File: config.mk
export PLATFORM = sky130hd
export DESIGN_NAME = bitfusion_seq_mult
export DESIGN_NICKNAME = d
export VERILOG_FILES = /design/src/rtl/bitfusion_pkg.sv /design/src/rtl/bitbrick_sx.sv /design/src/rtl/bitfusion_seq_mult.sv
export SDC_FILE = /design/constraint.sdc
export NUM_CORES = 1
export LEC_CHECK = 0
export ABC_AREA = 1
export BUFFER_PORTS_ARGS = -buffer_cell sky130_fd_sc_hd__buf_4
export CAP_MARGIN = 30
export CORE_UTILIZATION = 40
export DETAILED_ROUTE_END_ITERATION = 12
export PLACE_DENSITY_LB_ADDON = 0.2
export SLEW_MARGIN = 20
export SYNTH_ARGS = -nofsm -noshare
export SYNTH_HDL_FRONTEND = slang
export SYNTH_SLANG_ARGS = --single-unit
export TNS_END_PERCENT = 5
File: constraint.sdc
create_clock -name clk -period 13 [get_ports clk]
set_clock_uncertainty 0.15 [all_clocks]
set_input_delay 1.95 -clock clk [delete_from_list [all_inputs] [get_ports clk]]
set_output_delay 1.95 -clock clk [all_outputs]
set_load 0.01 [all_outputs]
File: src/rtl/bitfusion_pkg.sv
// Shared types and helpers for the bit-fusion sequential multiplier.
package bitfusion_pkg;

    typedef enum logic [1:0] {
        IDLE,
        RUN,
        DONE
    } state_t;

    localparam int unsigned SLICE_W  = 2;
    localparam int unsigned BRICK_PW = 5;

    // Only the top slice of an operand carries its sign; lower slices are magnitude bits.
    function automatic logic slice_signed(input int unsigned idx, input int unsigned n,
                                          input logic flag);
        return flag && (idx == n - 1);
    endfunction

endpackage

File: src/rtl/bitbrick_sx.sv
// 2x2 bit-brick multiplier with independent signed/unsigned operand modes.
module bitbrick_sx
    import bitfusion_pkg::*;
(
    input  logic        [SLICE_W-1:0]  a,
    input  logic        [SLICE_W-1:0]  w,
    input  logic                       a_sgn,
    input  logic                       w_sgn,
    output logic signed [BRICK_PW-1:0] pp
);

    logic signed [SLICE_W:0] ax;
    logic signed [SLICE_W:0] wx;

    always_comb begin
        ax = {a_sgn & a[SLICE_W-1], a};
        wx = {w_sgn & w[SLICE_W-1], w};
        pp = BRICK_PW'(ax) * BRICK_PW'(wx);
    end

endmodule

File: src/rtl/bitfusion_seq_mult.sv
// Sequential fused-precision multiplier: one 2-bit slice pair per cycle through a
// single bit-brick, shifted partial products accumulated into a 2*WIDTH product.
module bitfusion_seq_mult
    import bitfusion_pkg::*;
#(
    parameter int unsigned WIDTH = 8
) (
    input  logic               clk,
    input  logic               rst,
    input  logic               in_valid,
    output logic               in_ready,
    input  logic [WIDTH-1:0]   a,
    input  logic [WIDTH-1:0]   w,
    input  logic               a_signed,
    input  logic               w_signed,
    output logic               out_valid,
    input  logic               out_ready,
    output logic [2*WIDTH-1:0] p
);

    localparam int unsigned N     = WIDTH / 2;
    localparam int unsigned CW    = (N > 1) ? $clog2(N) : 1;
    localparam int unsigned ACC_W = 2 * WIDTH;
    localparam int unsigned SH_W  = $clog2(ACC_W) + 1;
    localparam logic [CW-1:0] LAST = CW'(N - 1);

    state_t state, state_nxt;

    logic [CW-1:0]             i, j;
    logic [WIDTH-1:0]          a_q, w_q;
    logic                      as_q, ws_q;
    logic [ACC_W-1:0]          acc, acc_nxt;
    logic [SLICE_W-1:0]        a_sl, w_sl;
    logic                      a_sl_sgn, w_sl_sgn;
    logic signed [BRICK_PW-1:0] pp;
    logic [SH_W-1:0]           shamt;
    logic                      accept, last;

    always_comb begin
        a_sl     = a_q[{i, 1'b0} +: SLICE_W];
        w_sl     = w_q[{j, 1'b0} +: SLICE_W];
        a_sl_sgn = slice_signed(32'(i), N, as_q);
        w_sl_sgn = slice_signed(32'(j), N, ws_q);
    end

    bitbrick_sx u_brick (
        .a     (a_sl),
        .w     (w_sl),
        .a_sgn (a_sl_sgn),
        .w_sgn (w_sl_sgn),
        .pp    (pp)
    );

    always_comb begin
        shamt   = (SH_W'(i) + SH_W'(j)) << 1;
        acc_nxt = acc + (ACC_W'(pp) << shamt);
        accept  = (state == IDLE) && in_valid;
        last    = (state == RUN) && (i == LAST) && (j == LAST);
    end

    always_ff @(posedge clk or posedge rst) begin
        if (rst) begin
            state <= IDLE;
        end else begin
            state <= state_nxt;
        end
    end

    always_comb begin
        state_nxt = state;
        in_ready  = 1'b0;
        out_valid = 1'b0;
        unique case (state)
            IDLE: begin
                in_ready = !rst;
                if (in_valid) state_nxt = RUN;
            end
            RUN: begin
                if (last) state_nxt = DONE;
            end
            DONE: begin
                out_valid = 1'b1;
                if (out_ready) state_nxt = IDLE;
            end
            default: state_nxt = IDLE;
        endcase
    end

    always_ff @(posedge clk or posedge rst) begin
        if (rst) begin
            a_q  <= '0;
            w_q  <= '0;
            as_q <= 1'b0;
            ws_q <= 1'b0;
            acc  <= '0;
            i    <= '0;
            j    <= '0;
            p    <= '0;
        end else if (accept) begin
            a_q  <= a;
            w_q  <= w;
            as_q <= a_signed;
            ws_q <= w_signed;
            acc  <= '0;
            i    <= '0;
            j    <= '0;
        end else if (state == RUN) begin
            acc <= acc_nxt;
            if (j == LAST) begin
                j <= '0;
                i <= last ? '0 : i + 1'b1;
            end else begin
                j <= j + 1'b1;
            end
            if (last) p <= acc_nxt;
        end
    end

endmodule
* After elaboration in Yosys (flattened, before gate mapping)
Index checks and enable logic that the tools add are counted.
Storage, ports and cells: word-level logic and storage cells 54, register bits 56
Cells by class: bitwise operators 3, reduce and logical (&&, ||, !) cells 12, $mul 1, add/subtract/negate cells 4, muxes and demuxes 15, equal/unequal tests 7, shift operators 3
Operators with widths (number):
- 16-bit 2-to-1 mux | 2
- 2-bit 2-to-1 mux | 10
- 16-bit adder | 1
- 8-bit by 4-bit variable part select with 2-bit output | 2
- 16-bit by 4-bit << shifter with 16-bit output | 1
- 2-bit equality test (second input constant) | 3
- 2-bit inequality test (second input constant) | 3
- 2-bit one-hot mux with 3 select lines | 1
- 3-bit AND reduction | 2
- 1-bit logical AND | 5
- 3-bit by 3-bit multiplier with 5-bit output | 1
- 2-bit by 1-bit adder with 2-bit output (second input constant) | 2
- 2-bit nonzero test | 2
- 2-bit by 2-bit adder with 3-bit output | 1
- 1-bit bitwise AND | 2
- 2-bit by 1-bit equality test with 1-bit output (second input constant) | 1
- 2-bit logical NOT | 1
- 1-bit 2-to-1 mux | 2
- 2-bit AND reduction | 1
- 1-bit logical NOT | 1
- 1-bit NOT | 1

* Longest topological paths before layout
word-level depth 8, gate-level depth with buffers 38, depth with buffers taken out 38

* By module
Synthesis repeated with hierarchy kept, for this count alone.
Unflattened totals: cell total of the unflattened synthesis 538, area total of the unflattened synthesis 3736.1 um2
Modules (own cells, without submodules):
- bitfusion_seq_mult | instances 1, seq. area each 1401.3 um2, cells an instance 494, area an instance 3467.1 um2
- bitbrick_sx | instances 1, seq. area each 0.0 um2, cells an instance 44, area an instance 269.0 um2

* Worst setup path after synthesis
OpenSTA, ideal clock, no wires.
path type reg-to-reg, start point register j[0], end point register acc[13], period minus slack after synthesis 4.513 ns, cell stages (with the launch flop) 32, arrival time 4.246 ns, setup slack 8.487 ns, library setup time 0.118 ns, buffers on the path 0, cells stage by stage dfrtp_1 inv_2 nand2_1 nand3_1 nand2_2 nand3_2 inv_1 nand2_1 fa_1 fa_1 inv_1 ha_1 xnor2_1 nand3_1 nand2_1 nand3_1 nand2_2 nand2_2 a31oi_2 nor2_1 ha_1 a21o_1 a21boi_0 nand2_1 nand2_1 nand2_1 a21oi_1 o21ai_1 nand2_1 nand3b_1 nand3_1 nand2_1
On the way: cells in the longest elaborated chain, start to end 8, elaborated cells on any way between the ends 10, classes of those cells add/sub (2); mul (1); eq/ne (1); shift (2); mux (2); bitwise (1); reduce/logical (1)
Ends and longest elaborated chain:
- start, declared | RTL line bitfusion_seq_mult.sv:29 | logic [CW-1:0] i, j;
- start signal, assigned | RTL line bitfusion_seq_mult.sv:113 | j <= j + 1'b1;
- branches (longest 4 deep; another with 3-bit by 3-bit multiplier with 5-bit output)
- 16-bit by 4-bit << shifter with 16-bit output (*) | RTL line bitfusion_seq_mult.sv:56 | acc_nxt = acc + (ACC_W'(pp) << shamt);
- 16-bit adder (*) | RTL line bitfusion_seq_mult.sv:56
- 16-bit 2-to-1 mux (*) | RTL line bitfusion_seq_mult.sv:107 | end else if (state == RUN) begin
- 16-bit 2-to-1 mux (*) | RTL line bitfusion_seq_mult.sv:99 | end else if (accept) begin
- end signal, assigned | RTL line bitfusion_seq_mult.sv:108 | acc <= acc_nxt;
- end, declared | RTL line bitfusion_seq_mult.sv:32 | logic [ACC_W-1:0] acc, acc_nxt;
Every way passes the cells marked *. The select of a mux whose other input is x is not followed. A chain may end at the register's enable or synchronous reset.

* Worst setup path in the final report
start point register j[0], end point register p[13]
On the way: cells in the longest elaborated chain, start to end 6, elaborated cells on any way between the ends 10, classes of those cells add/sub (2); mul (1); eq/ne (1); shift (2); bitwise (1); reduce/logical (3)
Ends and longest elaborated chain:
- branches (longest 6 deep; another with 16-bit adder)
- end signal, assigned | RTL line bitfusion_seq_mult.sv:115 | if (last) p <= acc_nxt;
- end, declared | RTL line bitfusion_seq_mult.sv:18 | output logic [2*WIDTH-1:0] p
Parallel ways; which one is timed is not known.

==> summary.txt <==
Synth
  – Commonest cells post-synth: nand2_1, dfrtp_1, inv_1
  – Dominant cells by area after synthesis: dfrtp_1, nand2_1, ha_1
  – Xor and xnor area share after synthesis: between 2 and 2.5%
  – Count of cell types in the netlist: 35
  – Mux cell area share after synthesis: 0%
  – Most used DFF post-synth: dfrtp_1
  – Number of synthesized flops with an enable pin: 0
  – Mean Syn Cell Area: roughly 7.6 um^2
  – Post-Syn Area: roughly 3500 um^2
  – Synth top area share: 39.70%
  – Post-synth top area cell: dfrtp_1
  – Post-synthesis adder-cell area fraction: 10.28%
  – Compound-Gate Fraction of Synth Area: around 13%
  – Syn Nets: around 510
  – Simple-gate area share of the yosys netlist: between 20% and 30%
  – YS warnings: 0
  – Seq cells post-synth: 56
  – Count leader, synth: nand2_1
  – Largest family of logic cells by synthesized area: simple AND/OR/NAND/NOR gates
  – Sequential share of the synthesized area: between 30% and 40%
  – Fraction of registers with async set/reset: 100.0%
  – Mapped Cells: between 400 and 500

GRT
  – Vias in the first global route: 2,889
  – Initial antenna violation count: 0
  – Pin count of the biggest net entering global routing: 57
  – Total gr overflow: 0
  – First-pass GRT wire length: approximately 14,000 um
  – GR Util All Layers: 18.85%

Worst hold path
  – WHS Path Cells: 2
  – HP Class: flop to flop
  – Hold EP: p[15]$_DFFE_PP0P_
  – Hold_sp: p[15]$_DFFE_PP0P_

Die
  – IO Pins: 40
  – Die Y: 95.94 um
  – CORE AREA: about 8400 um^2
  – # rows: 33
  – Die X: 95.94 um
  – Initial core utilization: between 40% and 50%
  – Die area: 9204 um^2

Worst setup path
  – Cell mode on critical path: nand2_1
  – Slowest-stage cell, CP: dfrtp_1
  – CP max stage delay: a little over 0.5 ns
  – Worst Setup Start Kind: flop
  – R2R setup slack: between 7 and 8 ns
  – Worst R2R Start: j[0]$_DFFE_PP0P_
  – Buf/Inv on CP: 5
  – R2R Path End: p[13]$_DFFE_PP0P_
  – R2R depth: 33
  – CP top delay family: simple AND/OR/NAND/NOR gates
  – Worst Path Required: 13.06 ns
  – Crit. End Element: flop
  – Crit Path Max Fanout: 7
  – Crit path DAT: 5.23 ns
  – CP Class: flop to flop

Drt
  – WL/cell: about 13 um
  – Routed Antenna Nets: 0
  – Pre-antenna DRT Iters: 4
  – Initial DRC count: around 170
  – Final WL: 7748 um
  – Vias: 2,998
  – Post-route DRC violation count: 0
  – Vias per cell: about 5

Timing
  – Fmax: 193.4 MHz
  – Min Tclk post-route: 5.169 ns
  – Slew HR: between 40 and 50%
  – Max Slew Vio Count: 0
  – Final setup vio count: 0
  – Final hold violation count: 0
  – Setup TNS: 0 ns
  – Slew @ Worst Pin: 0.7677 ns
  – RSZ-0062 raised after global routing: false
  – Final period utilization: 39.76%

CTS
  – Post-CTS resize count: 0
  – Setup Buffers After CTS: 0
  – TritonCTS Sinks: 56
  – Reg clk slew, reported paths: 0.10 ns
  – Htree depth: 2
  – Worst skew pair latency: roughly 0.30 ns
  – TritonCTS buffer count: 5
  – Hold_buf cts: 0
  – CTS Buffer Depth: 2
  – CTS tree: yes
  – Root buf cell: clkbuf_8

Finish
  – Share of layout cells above drive strength 1: 15.05%
  – Nets: 552
  – Area Growth Syn to Fin: 14.25%
  – # diodes: 0

Placement
  – Hpwl dp: 5914 um
  – Final GP Congestion: between 0.9 and 1
  – Number of port buffers: 39

Outcome
  – Status: completed

Flow run
  – Max cap viols: 0
[through the flow]
| step | setup WS (ns) | instance area [um^2] | utilization (%) | cells | hold slack [ns] |
|---|---|---|---|---|---|
| detailed placement | 7.877 | 3925 | 46.83 | 601 | 0.3181 |
| finish | 7.831 | 4033 | 48.11 | 610 | 0.3371 |
| global route | 7.384 | 4033 | 48.11 | 610 | 0.3616 |
| CTS | 7.846 | 4018 | 47.93 | 609 | 0.3438 |
| floorplan | 8.487 | 3530 | - | 466 | 0.2987 |
| global placement | 7.902 | 3923 | 46.80 | 601 | 0.3171 |
[routing by layer]
layer | global-route usage (%) | share of wire, % | vias up
li1 | - | - | 1579
met1 | 27.96 | 52 | 1374
met2 | 29.29 | 44 | 43
met3 | 2.844 | 4.1 | 2
met4 | 3.358 | 0.41 | 0
met5 | 0 | 0 | -
[kinds of logic (layout without fill, tap and decap cells)]
kind of cell | count (synthesis) | count (layout)
XOR/XNOR | 10 | 10
adder cells (fa/ha/maj) | 26 | 26
AO/OA/AOI/OAI | 77 | 77
flip-flops | 56 | 56
buffers and inverters | 66 | 105
AND/OR/NAND/NOR | 231 | 231
[flip-flops by register name (all words and copies together), names as in the netlist]
signal  cells
as_q        1
ws_q        1
p          16
acc        16
state       2
j           2
w_q         8
i           2
a_q         8
[worst min-delay path: stages (launching register included)]
cell     delay (ns)
dfrtp_1        0.36
nand2_1        0.05
nand2_1        0.05
[placed cells by master, fill, tap and decap left out, types with 2 or more instances in the layout]
| master | Yosys | final |
|---|---|---|
| nand2_1 | 158 | 158 |
| dfrtp_1 | 56 | 56 |
| inv_1 | 52 | 51 |
| buf_4 | 0 | 40 |
| o21ai_0 | 38 | 38 |
| nor2_1 | 26 | 25 |
| nand3_1 | 24 | 24 |
| ha_1 | 21 | 21 |
| a21oi_1 | 17 | 17 |
| nand2_2 | 10 | 10 |
| nand3_2 | 7 | 7 |
| clkbuf_8 | 0 | 6 |
| xnor2_1 | 5 | 5 |
| xor2_1 | 5 | 5 |
| fa_1 | 5 | 5 |
| inv_2 | 3 | 4 |
| o21ai_2 | 3 | 3 |
| o31ai_1 | 3 | 3 |
| o22ai_1 | 3 | 3 |
| a21o_1 | 2 | 2 |
| a21boi_0 | 2 | 2 |
| a32o_1 | 2 | 2 |
| o21ai_1 | 2 | 2 |
| nand3b_1 | 2 | 2 |
| clkinv_2 | 0 | 2 |
[how the worst max path moves through the flow]
stage	from	to	slack (ns)	cells after the start
after global routing	j[0]$_DFFE_PP0P_	p[13]$_DFFE_PP0P_	7.38	33
after detailed placement	j[0]$_DFFE_PP0P_	p[13]$_DFFE_PP0P_	7.88	33
after floorplan	j[0]$_DFFE_PP0P_	acc[13]$_DFFE_PP0P_	8.49	31
after global placement	j[0]$_DFFE_PP0P_	p[13]$_DFFE_PP0P_	7.90	31
after CTS	j[0]$_DFFE_PP0P_	p[13]$_DFFE_PP0P_	7.85	33
final	j[0]$_DFFE_PP0P_	p[13]$_DFFE_PP0P_	7.83	33
[layout make-up]
type | instances | area (um^2)
fill | 856 | 4349
multi-input combinational | 344 | 1882
sequential | 56 | 1401
timing repair buffer | 41 | 315.3
inverter | 56 | 210.2
tap | 105 | 131.4
clock buffer | 6 | 82.58
clock inverter | 2 | 10.01
Power is not shown: default switching activity piles up to over one toggle a cycle in this logic, so the estimate is an artifact.
